<file path="src/rtl/serial_tx_scheduler.sv">
// serial_tx_scheduler: comma training preamble, then round-robin byte
// arbitration of NUM_CH requesters onto an MSB-first serial stream.
module serial_tx_scheduler #(
  parameter int         NUM_CH      = 2,
  parameter int         TRAIN_BYTES = 4,
  parameter logic [7:0] IDLE_BYTE   = 8'hBC
) (
  input  logic                  clk_32f,
  input  logic                  reset,
  input  logic [NUM_CH-1:0]     in_valid,
  input  logic [8*NUM_CH-1:0]   in_data,
  output logic [NUM_CH-1:0]     in_ready,
  output logic                  Data_out,
  output logic                  byte_start,
  output logic                  grant_valid,
  output logic [1:0]            grant_ch,
  output logic                  trained
);

  localparam int TC_W = $clog2(TRAIN_BYTES + 1);

  typedef enum logic {
    TRAIN,
    RUN
  } state_e;

  state_e            state_q, state_d;
  logic [2:0]        bit_cnt_q, bit_cnt_d;
  logic [7:0]        shift_q, shift_d;
  logic [TC_W-1:0]   train_cnt_q, train_cnt_d;
  logic [1:0]        rr_ptr_q, rr_ptr_d;
  logic [NUM_CH-1:0] hold_valid_q, hold_valid_d;
  logic [7:0]        hold_data_q [NUM_CH];
  logic [7:0]        hold_data_d [NUM_CH];
  logic              data_out_q, data_out_d;
  logic              byte_start_q, byte_start_d;
  logic              grant_valid_q, grant_valid_d;
  logic [1:0]        grant_ch_q, grant_ch_d;
  logic              trained_q, trained_d;

  logic       load;
  logic       found;
  logic [1:0] pick;
  logic [7:0] pick_byte;
  logic [2:0] idx;
  logic [2:0] nxt;
  logic [1:0] rr_next;
  logic [7:0] sel_byte;

  assign load        = (bit_cnt_q == 3'd7);
  assign in_ready    = ~hold_valid_q;
  assign Data_out    = data_out_q;
  assign byte_start  = byte_start_q;
  assign grant_valid = grant_valid_q;
  assign grant_ch    = grant_ch_q;
  assign trained     = trained_q;

  // first pending channel at or after rr_ptr, wrapping mod NUM_CH
  always_comb begin
    found     = 1'b0;
    pick      = 2'd0;
    pick_byte = IDLE_BYTE;
    idx       = 3'd0;
    for (int k = 0; k < NUM_CH; k++) begin
      idx = 3'(rr_ptr_q) + 3'(k);
      if (idx >= 3'(NUM_CH)) idx = idx - 3'(NUM_CH);
      for (int j = 0; j < NUM_CH; j++) begin
        if (!found && idx == 3'(j) && hold_valid_q[j]) begin
          found     = 1'b1;
          pick      = 2'(j);
          pick_byte = hold_data_q[j];
        end
      end
    end
  end

  assign nxt     = 3'(pick) + 3'd1;
  assign rr_next = (nxt == 3'(NUM_CH)) ? 2'd0 : nxt[1:0];

  always_comb begin
    state_d       = state_q;
    bit_cnt_d     = bit_cnt_q + 3'd1;
    shift_d       = shift_q;
    train_cnt_d   = train_cnt_q;
    rr_ptr_d      = rr_ptr_q;
    hold_valid_d  = hold_valid_q;
    hold_data_d   = hold_data_q;
    data_out_d    = shift_q[3'd6 - bit_cnt_q];
    byte_start_d  = 1'b0;
    grant_valid_d = 1'b0;
    grant_ch_d    = grant_ch_q;
    trained_d     = trained_q;
    sel_byte      = IDLE_BYTE;

    for (int i = 0; i < NUM_CH; i++) begin
      if (in_valid[i] && !hold_valid_q[i]) begin
        hold_valid_d[i] = 1'b1;
        hold_data_d[i]  = in_data[8*i +: 8];
      end
    end

    if (load) begin
      bit_cnt_d    = 3'd0;
      byte_start_d = 1'b1;
      unique case (state_q)
        TRAIN: begin
          train_cnt_d = train_cnt_q + TC_W'(1);
          if (train_cnt_q == TC_W'(TRAIN_BYTES - 1)) state_d = RUN;
        end
        RUN: begin
          trained_d = 1'b1;
          if (found) begin
            sel_byte      = pick_byte;
            grant_valid_d = 1'b1;
            grant_ch_d    = pick;
            rr_ptr_d      = rr_next;
            for (int j = 0; j < NUM_CH; j++) begin
              if (pick == 2'(j)) hold_valid_d[j] = 1'b0;
            end
          end
        end
        default: ;
      endcase
      data_out_d = sel_byte[7];
      shift_d    = sel_byte;
    end
  end

  always_ff @(posedge clk_32f) begin
    if (!reset) begin
      state_q       <= TRAIN;
      bit_cnt_q     <= 3'd7;
      shift_q       <= 8'h00;
      train_cnt_q   <= '0;
      rr_ptr_q      <= 2'd0;
      hold_valid_q  <= '0;
      hold_data_q   <= '{default: 8'h00};
      data_out_q    <= 1'b0;
      byte_start_q  <= 1'b0;
      grant_valid_q <= 1'b0;
      grant_ch_q    <= 2'd0;
      trained_q     <= 1'b0;
    end else begin
      state_q       <= state_d;
      bit_cnt_q     <= bit_cnt_d;
      shift_q       <= shift_d;
      train_cnt_q   <= train_cnt_d;
      rr_ptr_q      <= rr_ptr_d;
      hold_valid_q  <= hold_valid_d;
      hold_data_q   <= hold_data_d;
      data_out_q    <= data_out_d;
      byte_start_q  <= byte_start_d;
      grant_valid_q <= grant_valid_d;
      grant_ch_q    <= grant_ch_d;
      trained_q     <= trained_d;
    end
  end

endmodule

</file>
<file path="config.mk">
export PLATFORM = sky130hd
export DESIGN_NAME = serial_tx_scheduler
export DESIGN_NICKNAME = d
export VERILOG_FILES = /design/src/rtl/serial_tx_scheduler.sv
export SDC_FILE = /design/constraint.sdc
export NUM_CORES = 1
export LEC_CHECK = 0
export CORE_ASPECT_RATIO = 0.6
export CORE_MARGIN = 1.5
export CORE_UTILIZATION = 49
export CTS_BUF_LIST = sky130_fd_sc_hd__clkbuf_8
export DETAILED_ROUTE_END_ITERATION = 10
export GPL_TIMING_DRIVEN = 0
export PLACE_DENSITY = 0.8
export SLEW_MARGIN = 0
export SYNTH_ARGS = -nofsm -noshare
export SYNTH_HDL_FRONTEND = slang
export SYNTH_SLANG_ARGS = --single-unit
</file>
<file path="constraint.sdc">
create_clock -name clk_32f -period 1.55 [get_ports clk_32f]
set_clock_uncertainty 0.15 [all_clocks]
set_input_delay 0.155 -clock clk_32f [delete_from_list [all_inputs] [get_ports clk_32f]]
set_output_delay 0.155 -clock clk_32f [all_outputs]
set_load 0.005 [all_outputs]
</file>
Yosys cells after proc, flatten, opt, wreduce, memory -nomap -nowiden
Index checks and enable logic that the tools add are counted.

cells by class
  order comparisons = 3
  div/mod/pow operators = 0
  add/sub/neg operators = 7
  bitwise gates (word level) = 2
  mux-type cells = 31
  shift-type cells = 0
  multipliers = 0
  reductions and logical operators = 21
  equal/unequal tests = 6

operators by type and width
  kind                   number
  $mux W8                6
  $mux W1                15
  $mux W2                6
  $logic_and A1 B1 Y1    9
  $mux W3                3
  $add A2 B1 Y3 const B  2
  $add A3 B1 Y3 const B  2
  $eq A3 B1 Y1 const B   2
  $eq A3 B2 Y1 const B   2
  $logic_not A3 Y1       2
  $reduce_and A3 Y1      2
  $logic_not A1 Y1       5
  $lt A3 B4 Y1 const B   1
  $reduce_and A2 Y1      2
  $bmux W1 S3            1
  $eq A3 B3 Y1 const B   1
  $ge A3 B2 Y1 const B   1
  $sub A2 B2 Y3 const B  1
  $sub A3 B2 Y3 const B  1
  $sub A3 B3 Y3 const A  1
  $eq A2 B1 Y1 const B   1
  $ge A2 B2 Y1 const B   1
  $logic_not A2 Y1       1
  $not A2 Y2             1
  $not A1 Y1             1

word-level totals
  bits in latches = 0
  memories kept = 0
  bits in writable memories = 0
  memory bits (read-only) = 0
  input port bits = 20
  register bits = 41
  logic and storage cells = 83

Longest topological paths before layout
Gate-level depths: netlist (run 1).

  word-level depth = 22
  mapped depth = 7

Worst setup path after synthesis (run 1)
Ideal clock, no wire load.

  path kind = reg-to-reg
  from = reg bit_cnt_q[0]
  to = reg data_out_q (netlist: Data_out)
  period minus slack after synthesis = 1625 ps
  stages on the path, launching flop included = 5
  setup slack = -75 ps
  arrival time = 1353 ps
  buffers on the path = 0
  data required time = 1279 ps
  cell sequence = dfxtp_1 ha_1 mux4_1 nor3_1 nor3_1

on the way
  cells in the longest elaborated chain, start to end = 4

RTL lines
  item                           RTL line  source
  start, declared                28        logic [2:0] bit_cnt_q, bit_cnt_d;
  start signal, assigned         145       bit_cnt_q <= bit_cnt_d;
  $sub A3 B3 Y3                  88        data_out_d = shift_q[3'd6 - bit_cnt_q];
  $bmux W1 S3                    88
  $mux W1 (not written as such)  88
  $mux W1 (*)                    102       if (load) begin
  end signal, assigned           151       data_out_q <= data_out_d;
  end, declared                  35        logic data_out_q, data_out_d;

Mark *: on every way between the ends. The rest lies on a longest branch, timed or not. The select of a mux whose other input is x is not followed.
A chain may end at the register's enable or synchronous reset.

Worst setup path after layout (run 1)
Ends and elaborated chain as after synthesis.

==> flow_metrics.env, run 1 <==
export IMPL_critical_path_max_stage_delay_ns=0.50
export IMPL_cts_root_buf="clkbuf_8"
export IMPL_vias=1300
export IMPL_reg2reg_to="Data_out$_SDFF_PN0_"
export IMPL_fp_dieW_um=77.27
export IMPL_multiInputGateArea_um2=779.5
export IMPL_worstPathArrival_ns=1.60
export IMPL_drc=0
export IMPL_cts_hold_buffers=0
export IMPL_r2r_start="bit_cnt_q[0]$_SDFF_PN1_"
export IMPL_synth_ff_type="dfxtp_1"
export IMPL_grt_total_usage_pct=20.71
export IMPL_drtIter0Drc=51
export IMPL_worstSetupStartpointType="flop"
export IMPL_htreeDepth=2
export IMPL_period_share_pct=101.1
export IMPL_antenna_found_initial=0
export IMPL_synth_fp_nets=194
export IMPL_rsz0062_at_grt="true"
export IMPL_slew_violations=0
export IMPL_post_drt_via_cell_ratio=5.306
export IMPL_min_period_ns=1.567
export IMPL_syn_avg_cell_area_um2=9.539
export IMPL_dp_slack_ns=-0.1541
export IMPL_antenna_cells=0
export IMPL_cp_num_buf_inv=0
export IMPL_synth_mux_area_share_pct=7.948
export IMPL_vdd_ir_drop_max_v=0.0006058
export IMPL_synth_edff_count=0
export IMPL_path_class="flop to flop"
export IMPL_initial_core_util_pct=54.00
export IMPL_setup_tns_ns=-0.01716
export IMPL_p_per_area_nw_per_um2=1128
export IMPL_fp_dieArea_um2=3675
export IMPL_wl_per_cell_um=14.07
export IMPL_clk_pin_slew_ns=0.07
export IMPL_synth_compound_area_share_pct=17.36
export IMPL_async_flop_share_pct=0
export IMPL_timing_hold_ws_ns=0.09273
export IMPL_grt_pass1_vias=1277
export IMPL_yosys_area_share_simple_pct=16.98
export IMPL_fillers=240
export IMPL_setup_ws_ns=-0.01716
export IMPL_ioPinCount=28
export IMPL_crit_cells=4
export IMPL_dp_hpwl_um=2473
export IMPL_drtAntennaViolNets=0
export IMPL_drive_above_1_share_pct=12.32
export IMPL_setup_viol=1
export IMPL_yosysUniqueCellTypes=33
export IMPL_netlist_instances=170
export IMPL_seq_area_frac_synth_pct=48.15
export IMPL_synthAdderAreaFrac_pct=3.086
export IMPL_cp_end_kind="flop"
export IMPL_cts_tree="yes"
export IMPL_regArea_um2=787.0
export IMPL_critical_path_startpoint="bit_cnt_q[0]$_SDFF_PN1_"
export IMPL_syn_area_um2=1622
export IMPL_routabilityCongestion=0.8664
export IMPL_ys_ff_latch=39
export IMPL_core_area_um2=3003
export IMPL_hold_violations=0
export IMPL_grt_first_pass_wirelength_um=5637
export IMPL_clock_latency_ns=0.29
export IMPL_regToRegSetupSlack_ns=-0.02
export IMPL_cts_buffers=5
export IMPL_grt_max_degree=11
export IMPL_power_leakage_uw=0.0007884
export IMPL_firstDrtPassIters=6
export IMPL_std_cell_rows=15
export IMPL_grt_ovfl_total=0
export IMPL_synth_top_family_by_area="compound AO/OA/AOI/OAI gates"
export IMPL_crit_chain="ha_4 -> mux4_2 -> nor3_2 -> nor3_1"
export IMPL_outcome="finished with violations"
export IMPL_hp_class="primary input to flop"
export IMPL_clockBufferDepth=2
export IMPL_synth_xor_area_share_pct=0.5401
export IMPL_worst_path_max_fanout=3
export IMPL_drt_total_wl_um=3448
export IMPL_r2r_cells=4
export IMPL_clock_sinks=39
export IMPL_fmax_mhz=638.1
export IMPL_slowest_stage="mux4_2"
export IMPL_critPathTopFamily="multiplexers"
export IMPL_p_total_uw=2314
export IMPL_crit_end="Data_out$_SDFF_PN0_"
export IMPL_violations="setup timing"
export IMPL_utilization_pct=68.33
export IMPL_nets=228
export IMPL_io_buffers=25
export IMPL_die_h_um=47.56
export IMPL_yosysWarnings=0
export IMPL_area_growth_syn_to_layout_pct=26.54
export IMPL_required_ns=1.58
export IMPL_cap_violations=0
how the worst min path moves through the flow:
stage,start,end,cells after the start
3_5_place_dp,trained$_SDFFE_PN0P_,trained$_SDFFE_PN0P_,1
3_3_place_gp,shift_q[7]$_SDFFE_PN0P_,shift_q[7]$_SDFFE_PN0P_,2
5_1_grt,reset,bit_cnt_q[1]$_SDFF_PN1_,2
4_1_cts,reset,bit_cnt_q[1]$_SDFF_PN1_,2
2_1_floorplan,in_data[3],hold_data_q[11]$_SDFFE_PN0P_,2
6_report,reset,bit_cnt_q[1]$_SDFF_PN1_,2
where the power goes:
| part | internal, uW | switching, uW |
|---|---|---|
| logic | 291 | 226 |
| clock network | 293 | 329 |
| registers | 1110 | 64.5 |
through the flow:
step	area, um^2	cells
6_report	2052	245
5_1_grt	2052	245
4_1_cts	2042	245
3_5_place_dp	1939	237
3_3_place_gp	1939	237
2_1_floorplan	1637	170
placed cells by master, fill, tap and decap left out, types with 4 or more instances in the layout:
cell type	n
a21oi_1	7
and2_1	7
o22ai_1	7
clkbuf_1	4
nor2_1	5
nand2_1	23
clkbuf_8	5
nor2b_1	12
clkdlybuf4s50_1	23
a21boi_0	8
inv_1	9
o21ai_0	9
buf_4	4
mux2i_1	8
a32oi_1	4
dfxtp_1	36
cells in the mapped netlist (2+ instances only):
cell type | number | area [um^2]
clkbuf_1 | 5 | 18.77
inv_1 | 8 | 30.03
nand2_1 | 23 | 86.33
a21oi_1 | 7 | 35.03
a32oi_1 | 4 | 35.03
ha_1 | 4 | 50.05
nor2_1 | 5 | 18.77
nand2b_1 | 2 | 12.51
o22ai_1 | 7 | 43.79
mux2i_1 | 8 | 80.08
and2_1 | 7 | 43.79
a31oi_1 | 2 | 12.51
nor2b_1 | 12 | 75.07
a21boi_0 | 8 | 60.06
dfxtp_1 | 39 | 780.8
buf_4 | 3 | 22.52
nor3_1 | 2 | 10.01
o21ai_0 | 9 | 45.04
worst reg2reg max path, delay by kind of cell (launching register included):
kind | cells | cell delay [ns]
muxes | 1 | 0.50
DFF | 1 | 0.35
adders and majority gates | 1 | 0.27
and+or+nand+nor | 2 | 0.19
registers in the layout, indices dropped and copies added, names as in the netlist:
| register | count |
|---|---|
| Data_out | 1 |
| rr_ptr_q | 1 |
| grant_ch | 1 |
| byte_start | 1 |
| bit_cnt_q | 3 |
| hold_valid_q | 2 |
| shift_q | 8 |
| grant_valid | 1 |
| trained | 1 |
| state_q | 1 |
| train_cnt_q | 3 |
| hold_data_q | 16 |
cells by family (layout without fill, tap and decap cells):
kind of cell / Yosys count / count (layout)
AND/OR/NAND/NOR: 54 / 54
adder cells (fa/ha/maj): 4 / 4
other: 1 / 1
multiplexers: 10 / 10
flip-flops: 39 / 39
AO/OA/AOI/OAI: 42 / 42
XOR/XNOR: 1 / 1
buffers and inverters: 19 / 52
per-layer routing:
layer	global-route usage, %	share of wire (%)
met2	34.91	43
met5	0	0
met3	5.905	5.9
met4	7.636	0.75
met1	26.49	50
final cells by class:
class,instances,share of cell area [%]
Sequential cell,39,38.35
Multi-Input combinational cell,112,37.99
Timing Repair Buffer,27,12.80
Clock buffer,5,3.354
Buffer,11,3.293
Tap cell,42,2.561
Inverter,8,1.463
Clock inverter,1,0.1829
timing repair:
item / in CTS / in global routing
pin swaps: 2 / 0
gates resized for setup: 7 / 3
endpoints found under the setup margin: 14 / 2
setup buffers: 2 / 0
Power figures use the tool's default switching activity.
==> inputs of run 2 (changes only) <==
SKIP_LAST_GASP = 1   (was default)
==> run 2 against run 1 <==
  * Critical path type unchanged
  * Power barely moved
  * Critical endpoint unchanged
  * Routed wire length fell by 0.61%
  * Via count fell by 0.85%
  * The flow still finishes with violations (setup timing)
==> flow_metrics.env, run 2 (synthesis results as in run 1) <==
export IMPL_grt_total_usage_pct=20.36
export IMPL_antenna_cells=0
export IMPL_clk_pin_slew_ns=0.07
export IMPL_drive_above_1_share_pct=11.82
export IMPL_vias=1289
export IMPL_nets=228
export IMPL_routabilityCongestion=0.8664
export IMPL_period_share_pct=101.8
export IMPL_min_period_ns=1.578
export IMPL_p_per_area_nw_per_um2=1130
export IMPL_clock_sinks=39
export IMPL_antenna_found_initial=0
export IMPL_grt_first_pass_wirelength_um=5561
export IMPL_layout_commonest_cell="dfxtp_1"
export IMPL_drtIter0Drc=43
export IMPL_required_ns=1.57
export IMPL_largest_reg_flops=16
export IMPL_dp_hpwl_um=2473
export IMPL_ioPinCount=28
export IMPL_htreeDepth=2
export IMPL_clockBufferDepth=2
export IMPL_hold_violations=0
export IMPL_fp_dieW_um=77.27
export IMPL_post_drt_via_cell_ratio=5.261
export IMPL_path_class="flop to flop"
export IMPL_worstPathArrival_ns=1.60
export IMPL_cp_end_kind="flop"
export IMPL_drtAntennaViolNets=0
export IMPL_cts_tree="yes"
export IMPL_setup_tns_ns=-0.02802
export IMPL_grt_pass1_vias=1273
export IMPL_grt_max_degree=11
export IMPL_wl_per_cell_um=13.99
export IMPL_setup_ws_ns=-0.02802
export IMPL_largestRegisters="hold_data_q x16, shift_q x8"
export IMPL_grt_ovfl_total=0
export IMPL_initial_core_util_pct=54.00
export IMPL_io_buffers=25
export IMPL_fp_dieArea_um2=3675
export IMPL_firstDrtPassIters=4
export IMPL_violations="setup timing"
export IMPL_cap_violations=0
export IMPL_drt_total_wl_um=3427
export IMPL_drc=0
export IMPL_core_area_um2=3003
export IMPL_rsz0062_at_grt="true"
export IMPL_fmax_mhz=633.7
export IMPL_slew_violations=0
export IMPL_worst_path_max_fanout=3
export IMPL_cts_hold_buffers=0
export IMPL_vdd_ir_drop_max_v=0.0006073
export IMPL_regMostFlops="hold_data_q"
export IMPL_dp_slack_ns=-0.1541
export IMPL_most_common_layout_cells="37 x dfxtp_1, 23 x nand2_1, 23 x clkdlybuf4s50_1"
export IMPL_power_leakage_uw=0.0007879
export IMPL_p_total_uw=2314
export IMPL_cts_buffers=5
export IMPL_area_growth_syn_to_layout_pct=26.23
export IMPL_std_cell_rows=15
export IMPL_setup_viol=1
export IMPL_clock_latency_ns=0.29
export IMPL_cts_root_buf="clkbuf_8"
export IMPL_hp_class="primary input to flop"
export IMPL_outcome="finished with violations"
export IMPL_die_h_um=47.56
export IMPL_worstSetupStartpointType="flop"
-- run 2: changes by cell type in the layout (fill, tap and decap cells not counted) --
cell	before	now
dfxtp_1	36	37
buf_6	2	1
dfxtp_2	2	1
buf_4	4	5
-- run 2: critical path, cell delays in order (launching register included) --
cell	delay [ns]
dfxtp_4	0.35
ha_4	0.27
mux4_2	0.50
nor3_2	0.13
nor3_1	0.07
-- run 2: through the flow --
| step | cells | utilization [%] | area [um^2] | hold WS [ns] |
|---|---|---|---|---|
| finish | 245 | 68.17 | 2047 | 0.08550 |
| global route | 245 | 68.17 | 2047 | 0.1100 |
| CTS | 245 | 67.67 | 2032 | 0.09213 |
| detailed placement | 237 | 64.58 | 1939 | 0.3065 |
| global placement | 237 | 64.58 | 1939 | 0.2962 |
| floorplan | 170 | - | 1637 | 0.1499 |
-- run 2: power by group --
| group | leakage [uW] | internal (uW) | switching [uW] |
|---|---|---|---|
| clock | 0.0000413 | 293 | 328 |
| sequential | 0.000321 | 1110 | 64.3 |
| combinational | 0.000425 | 292 | 227 |
| total | 0.000788 | 1690 | 619 |
-- run 2: final cells by class --
cell class              count  area [um^2]
inverters                   8        30.03
fillers                   242        955.9
multi-input cells         112        779.5
well taps                  42        52.55
plain buffers              11        63.81
clock inverters             1        3.754
repair buffers             27        262.8
clock buffers               5        68.82
flip-flops and latches     39        785.8
-- run 2: timing repair --
action,in CTS,in global routing
pin swaps,2,0
gates cloned,0,0
resized for setup,6,2
setup endpoints to repair,14,5
setup buffers,2,0
-- run 2: worst paths after layout --
check | startpoint | endpoint | slack [ns] | cells past startpoint
setup / recovery | bit_cnt_q[0]$_SDFF_PN1_ | Data_out$_SDFF_PN0_ | -0.03 | 4
setup reg to reg | bit_cnt_q[0]$_SDFF_PN1_ | Data_out$_SDFF_PN0_ | -0.03 | 4
hold reg to reg | hold_data_q[10]$_SDFFE_PN0P_ | hold_data_q[10]$_SDFFE_PN0P_ | 0.33 | 2
hold / removal | reset | bit_cnt_q[1]$_SDFF_PN1_ | 0.09 | 2
-- run 2: metal layers --
metal  share of wire, %  track usage, %  vias up
met4               0.64           7.636        0
met2                 44           34.91       43
li1                   -               -      644
met1                 49           25.56      598
met5                  0               0        -
met3                6.9           5.905        4
